## config.mk

```make
export PLATFORM = sky130hd
export DESIGN_NAME = reg_ex_ma_pipe
export DESIGN_NICKNAME = d
export VERILOG_FILES = /design/src/rtl/reg_ex_ma_pipe.sv
export SDC_FILE = /design/constraint.sdc
export NUM_CORES = 1
export LEC_CHECK = 0
export ABC_AREA = 1
export BUFFER_PORTS_ARGS = -buffer_cell sky130_fd_sc_hd__buf_2
export CAP_MARGIN = 20
export CORE_MARGIN = 2
export CORE_UTILIZATION = 50
export DETAILED_ROUTE_END_ITERATION = 8
export PLACE_DENSITY = 0.84
export SLEW_MARGIN = 20
export SYNTH_ARGS = -nofsm -noshare
export SYNTH_HDL_FRONTEND = slang
export SYNTH_SLANG_ARGS = --single-unit
```

## constraint.sdc

```tcl
create_clock -name i_clk -period 1.8 [get_ports i_clk]
set_input_delay 0.27 -clock i_clk [delete_from_list [all_inputs] [get_ports i_clk]]
set_output_delay 0.27 -clock i_clk [all_outputs]
set_load 0.1 [all_outputs]
```

## src/rtl/reg_ex_ma_pipe.sv

```systemverilog
// EX/MA pipeline stage register: valid/ready handshake, flush bubble, optional skid entry,
// forwarding tap for the EX hazard unit and a saturating debug stall counter.
module reg_ex_ma_pipe #(
    parameter int NBITS = 32,
    parameter int REG_W = 5,
    parameter int SKID  = 1,
    parameter int CNT_W = 16
) (
    input  logic             i_clk,
    input  logic             i_rst_n,
    input  logic             i_valid,
    output logic             o_ready,
    input  logic             i_flush,
    input  logic             i_pc_mux_ctrl,
    input  logic [NBITS-1:0] i_ALU_rslt,
    input  logic [NBITS-1:0] i_eff_addr,
    input  logic             i_flg_mem_op,
    input  logic             i_flg_mem_type,
    input  logic [1:0]       i_flg_mem_size,
    input  logic             i_flg_unsign,
    input  logic [REG_W-1:0] i_rd,
    input  logic [REG_W-1:0] i_rt,
    input  logic             i_flg_ALU_dst,
    output logic             o_valid,
    input  logic             i_ready,
    output logic             o_pc_mux_ctrl,
    output logic [NBITS-1:0] o_ALU_rslt,
    output logic [NBITS-1:0] o_eff_addr,
    output logic             o_flg_mem_op,
    output logic             o_flg_mem_type,
    output logic [1:0]       o_flg_mem_size,
    output logic             o_flg_unsign,
    output logic [REG_W-1:0] o_rd,
    output logic [REG_W-1:0] o_rt,
    output logic             o_flg_ALU_dst,
    output logic             o_fwd_en,
    output logic [REG_W-1:0] o_fwd_reg,
    output logic [NBITS-1:0] o_fwd_data,
    output logic [CNT_W-1:0] o_stall_cnt,
    input  logic             i_cnt_clr
);

    typedef struct packed {
        logic             pc_mux_ctrl;
        logic [NBITS-1:0] alu_rslt;
        logic [NBITS-1:0] eff_addr;
        logic             mem_op;
        logic             mem_type;
        logic [1:0]       mem_size;
        logic             unsign;
        logic [REG_W-1:0] rd;
        logic [REG_W-1:0] rt;
        logic             alu_dst;
    } payload_t;

    localparam logic [CNT_W-1:0] CNT_MAX = '1;

    payload_t         in_pl;
    payload_t         bubble_pl;
    payload_t         main_q;
    payload_t         skid_q;
    logic             valid_q;
    logic             skid_full_q;
    logic             xfer_in;
    logic             xfer_out;
    logic [CNT_W-1:0] stall_cnt_q;

    always_comb begin
        in_pl.pc_mux_ctrl = i_pc_mux_ctrl;
        in_pl.alu_rslt    = i_ALU_rslt;
        in_pl.eff_addr    = i_eff_addr;
        in_pl.mem_op      = i_flg_mem_op;
        in_pl.mem_type    = i_flg_mem_type;
        in_pl.mem_size    = i_flg_mem_size;
        in_pl.unsign      = i_flg_unsign;
        in_pl.rd          = i_rd;
        in_pl.rt          = i_rt;
        in_pl.alu_dst     = i_flg_ALU_dst;
    end

    // A flushed entry keeps its data but can no longer touch memory, the PC or rd
    always_comb begin
        bubble_pl             = main_q;
        bubble_pl.mem_op      = 1'b0;
        bubble_pl.alu_dst     = 1'b0;
        bubble_pl.pc_mux_ctrl = 1'b0;
    end

    assign o_ready  = (SKID != 0) ? !skid_full_q : (!valid_q || i_ready);
    assign xfer_in  = i_valid && o_ready;
    assign xfer_out = valid_q && i_ready;

    always_ff @(posedge i_clk or negedge i_rst_n) begin
        if (!i_rst_n) begin
            main_q      <= '0;
            skid_q      <= '0;
            valid_q     <= 1'b0;
            skid_full_q <= 1'b0;
        end else if (i_flush) begin
            main_q      <= bubble_pl;
            valid_q     <= 1'b0;
            skid_full_q <= 1'b0;
        end else if (SKID != 0) begin
            // o_ready is low while the skid is full, so a refill from skid never races xfer_in
            if (!valid_q || xfer_out) begin
                if (skid_full_q) begin
                    main_q      <= skid_q;
                    valid_q     <= 1'b1;
                    skid_full_q <= 1'b0;
                end else if (xfer_in) begin
                    main_q  <= in_pl;
                    valid_q <= 1'b1;
                end else begin
                    valid_q <= 1'b0;
                end
            end else if (xfer_in) begin
                skid_q      <= in_pl;
                skid_full_q <= 1'b1;
            end
        end else begin
            if (xfer_in) begin
                main_q  <= in_pl;
                valid_q <= 1'b1;
            end else if (xfer_out) begin
                valid_q <= 1'b0;
            end
        end
    end

    always_ff @(posedge i_clk or negedge i_rst_n) begin
        if (!i_rst_n) begin
            stall_cnt_q <= '0;
        end else if (i_cnt_clr) begin
            stall_cnt_q <= '0;
        end else if (valid_q && !i_ready && (stall_cnt_q != CNT_MAX)) begin
            stall_cnt_q <= stall_cnt_q + CNT_W'(1);
        end
    end

    assign o_valid        = valid_q;
    assign o_pc_mux_ctrl  = main_q.pc_mux_ctrl;
    assign o_ALU_rslt     = main_q.alu_rslt;
    assign o_eff_addr     = main_q.eff_addr;
    assign o_flg_mem_op   = main_q.mem_op;
    assign o_flg_mem_type = main_q.mem_type;
    assign o_flg_mem_size = main_q.mem_size;
    assign o_flg_unsign   = main_q.unsign;
    assign o_rd           = main_q.rd;
    assign o_rt           = main_q.rt;
    assign o_flg_ALU_dst  = main_q.alu_dst;
    assign o_stall_cnt    = stall_cnt_q;

    // Load data is not available until MA completes, so loads never feed the tap
    assign o_fwd_reg  = main_q.alu_dst ? main_q.rd : main_q.rt;
    assign o_fwd_data = main_q.alu_rslt;
    assign o_fwd_en   = valid_q && !(main_q.mem_op && !main_q.mem_type) && (o_fwd_reg != '0);

endmodule

```

# Word level (Yosys, flattened, before mapping)
# Index checks and enable logic that the tools add are counted.
# word_totals
out_inout_bits	137
latchBits	0
in_bits	87
memories	0
ff_bits	180
romBits	0
wordCells	63
ram_bits	0
# op_classes
n_reduce_logical	22
n_eq_ne	1
shifts	0
n_lt_le_gt_ge	0
addsub	1
n_div	0
mux	14
multipliers	0
bitwise_logic	2
# op_table
op	n
2-to-1 mux 81 bit	4
2-to-1 mux 16 bit	2
adder 16 x 1 -> 16 bit (second input constant)	1
!= test 16 bit (second input constant)	1
logical AND 1 bit	7
2-to-1 mux 1 bit	7
AND reduction 3 bit	2
nonzero test 2 bit	3
nonzero test 3 bit	2
zero test 1 bit	5
2-to-1 mux 5 bit	1
nonzero test 5 bit	1
NOT 1 bit	2
AND reduction 2 bit	1
logical OR 1 bit	1

# Longest topological paths before layout
# depth
word_depth	6
depth_mapped	10
ltp_nobuf	9

# Worst setup path before layout
# Ideal clock, no wire load.
# synth_path
kind	register to output
start	reg main_q (netlist bit o_flg_ALU_dst)
end	out o_fwd_en
path_stages_with_launch	6
path_buffers	1
arrival_ns	5.176
t_required_ns	1.530
slack_ns	-3.646
cell_sequence	dfrtp_1 > clkbuf_1 > inv_1 > o21ai_0 > nor2_1 > a21oi_1
# synth_between
elab_chain_len	3
# synth_rtl
element	line	rtl
start: declaration	60	payload_t main_q;
start signal: assignment	100	main_q <= bubble_pl;
start signal: assignment	107	main_q <= skid_q;
start signal: assignment	111	main_q <= in_pl;
2-to-1 mux 5 bit	154	assign o_fwd_reg = main_q.alu_dst ? main_q.rd : main_q.rt;
via o_fwd_reg[3]	37	output logic [REG_W-1:0] o_fwd_reg,
nonzero test 5 bit	156	assign o_fwd_en = valid_q && !(main_q.mem_op && !main_q.mem_type) && (o_fwd_reg != '0);
logical AND 1 bit	156	
end: declaration	36	output logic o_fwd_en,
# The timed path passes the listed nets, and every way through them passes these cells.

# Worst setup path after layout
# layout_path
start	reg main_q (netlist bit o_flg_ALU_dst)
end	out o_fwd_en
# layout_between
elab_chain_len	3
# layout_rtl
element	line
2-to-1 mux 5 bit	154
nonzero test 5 bit	156
logical AND 1 bit	156
# Every way passes these cells.

==> metrics.txt <==
fin crit period ~2 ns; clock sinks between 150 and 200; Syn Inst Count 1005; share of cells above drive strength 1 28.25%; Worst VDD drop about 860 uV; WL met1 roughly 8.2 mm; pwr dens 1376 nW/um^2; Die Height 132.3 um; Vias per Instance between 4 and 5; WP data required roughly 1.5 ns; Worst Tran Pin Value approximately 0.53 ns; async set or reset register ratio after synthesis between 90% and 100%; hold slack about 0.11 ns; DR iter-0 viols 436; worst-case clock buffer depth 2; commonest cells in the synthesized netlist 303 x nand2_1, 180 x dfrtp_1, 136 x o21ai_0, 112 x o21ai_1, 108 x inv_1; failing checks setup timing; number of global-route vias before repair between 6000 and 7000; core area 16000 sq um; period utilization 109.0%; Net Count, Synth about 1100; GRT Total Usage 22.12%; unrepaired setup endpoints after global routing yes; # fillers 1306; CP max FO 6; port buffer count between 200 and 250; ranking of synthesized cells by area dfrtp_1 55%, nand2_1 14%, o21ai_0 8.3%; Worst setup EP type output pin; TritonCTS clock tree built; Final Hold Vio Count 0; num rows 46; Setup-failing EPs final 6; DP Wirelength 13.05 mm; Initial Util 51.41%; non-filler instance count after layout 1416; clock skew 0.009982 ns; Crit-path slowest cell dfrtp_4; post-synth top area cell dfrtp_1; area post-placement a little under 10000 sq um; nature of the critical path startpoint flop; clock-pin slew on the worst setup and hold paths 0.07 ns; Leak about 5.6 nW; Setup WS post-layout -0.1624 ns; FMAX 0.5096 GHz; ys flop type dfrtp_1; highest metal layer with signal wires met4; Synth cell types 27; initial antenna violation count 0; via count about 7000; Cell Count Post-Placement ~1400; post-route cell area roughly 10000 sq um; max-cap violation count 0; worst setup path class reg -> out; #FFs+latches synth 180; Routed Antenna Nets 0; first-pass GRT wire length between 30 and 40 mm; DR WL/cell between 10 and 15 um; crit path cell chain buf_6, nand2_2, o21ai_2, inv_2, nor3_4, a21oi_4, buf_12; clock root buffer clkbuf_16; largest net degree at the start of global routing 75; Clk Latency, worst-skew pair between 0.4 and 0.5 ns; die width 132.3 um; outcome complete, but fails checks; Slew HR 64.79%; WL final 18.97 mm; Placer Congestion 0.8441; met2 WL 9.332 mm; Mapped Area approximately 8200 sq um; I/O pin total around 220; WL met3 between 1 and 1.5 mm; fin nets around 1300; Design Power roughly 14 mW; CP Buf/Inv Count 3; Die ar. roughly 17000 sq um; register area share after synthesis between 50% and 60%; HP Class in -> reg; drt pass-1 iters 5; CTS H-tree lvls 4; share of the synthesized area in the top cell type 54.76%; total CTS buffers 17; most common cell in the netlist nand2_1; Critical Path AT approximately 1.7 ns; gr ovfl total 0; diode count 0; CP delay by family, top flip-flops; Post-synth EDFFs 0; DR DRC count 0; slowest cell delay on critical path between 0.5 and 0.6 ns; Area Growth Syn to Fin 25.27%; final max-slew violation count 0; average cell area after synthesis around 8.2 sq um; Warnings, synthesis 0
-- registers in the layout, indices dropped and copies added, names as in the netlist --
signal	cells
o_flg_ALU_dst	1
o_eff_addr	32
o_valid	1
o_pc_mux_ctrl	1
skid_q	81
o_rd	5
o_flg_mem_size	2
skid_full_q	1
o_rt	5
o_flg_mem_type	1
o_ALU_rslt	32
o_flg_mem_op	1
o_flg_unsign	1
o_stall_cnt	16
-- where the power goes --
| part | leakage (nW) | internal, mW | switching, mW |
|---|---|---|---|
| logic | 3.06 | 0.980 | 4.37 |
| registers | 2.24 | 4.82 | 0.450 |
| clock network | 0.262 | 1.95 | 1.60 |
| total | 5.57 | 7.75 | 6.42 |
-- through the flow --
step | setup TNS, ns | util (%) | setup slack [ns]
after floorplan | -0.5885 | - | -0.5885
after global placement | 0 | 60.19 | 0.2055
after detailed placement | 0 | 60.19 | 0.1766
after CTS | -0.3157 | 64.27 | -0.1580
after global routing | -0.6698 | 64.40 | -0.2397
final | -0.2670 | 64.40 | -0.1624
-- final timing paths --
| path | endpoint | start | slack, ns | cells after the start |
|---|---|---|---|---|
| max | o_fwd_en | o_flg_ALU_dst$_DFFE_PN0P_ | -0.16 | 7 |
| min | skid_q[39]$_DFFE_PN0P_ | i_eff_addr[23] | 0.11 | 3 |
| max reg2reg | o_stall_cnt[12]$_DFFE_PN0P_ | o_stall_cnt[0]$_DFFE_PN0P_ | 0.16 | 9 |
| min reg2reg | o_eff_addr[29]$_DFFE_PN0P_ | o_eff_addr[29]$_DFFE_PN0P_ | 0.48 | 2 |
| max in group asynchronous | o_rt[3]$_DFFE_PN0P_ | i_rst_n | 0.78 | 3 |
| min in group asynchronous | o_stall_cnt[3]$_DFFE_PN0P_ | i_rst_n | 0.40 | 2 |
-- placed cells by master (no fill, tap or decap), types with 3 or more instances in the layout --
cell          n
buf_12       17
buf_2       215
buf_4        11
buf_6         5
clkbuf_16    17
clkinv_2      3
clkinvlp_4    6
dfrtp_1     152
dfrtp_2      23
dfrtp_4       5
inv_1       103
inv_2         5
inv_6         5
nand2_1     299
nand2_2       4
nand2_4       3
nand3_1      16
nand4_1       8
nor2_1       24
nor2_4        5
o211ai_1      5
o21ai_0     131
o21ai_1     113
-- routing by layer --
layer  up-vias  track usage, %
met1      3233           29.25
met3        12           6.267
met4         0           5.078
met2       218           36.49
met5         -               0
li1       3534               -
-- worst min-delay path: stages --
cell and delay [ns]:
buf_2 0.09, inv_1 0.06, o21ai_1 0.06
-- cell type report --
type                            count  area (sq um)  area share [%]
Inverter                          110         420.4           4.080
Clock inverter                     14         125.1           1.214
Sequential cell                   180          4552           44.18
Tap cell                          216         270.3           2.623
Multi-Input combinational cell    628          2918           28.32
Timing Repair Buffer              250          1579           15.32
Clock buffer                       18         439.2           4.262
-- timing repair --
action,CTS,global route
setup buffers,7,0
resized for setup,12,6
endpoints found under the setup margin,1,6
pin swaps,4,4
endpoints found under the hold margin,48,0
hold buffers,1,0
-- kinds of logic after synthesis --
| kind of cell | Yosys count | synth area share, % |
|---|---|---|
| compound gates | 259 | 15.97 |
| fa+ha+maj | 1 | 0.1521 |
| xor+xnor | 2 | 0.2130 |
| flops | 180 | 54.76 |
| buf+inv | 197 | 10.98 |
| simple gates | 366 | 17.92 |
No activity file was read; power rests on OpenSTA's default activity.
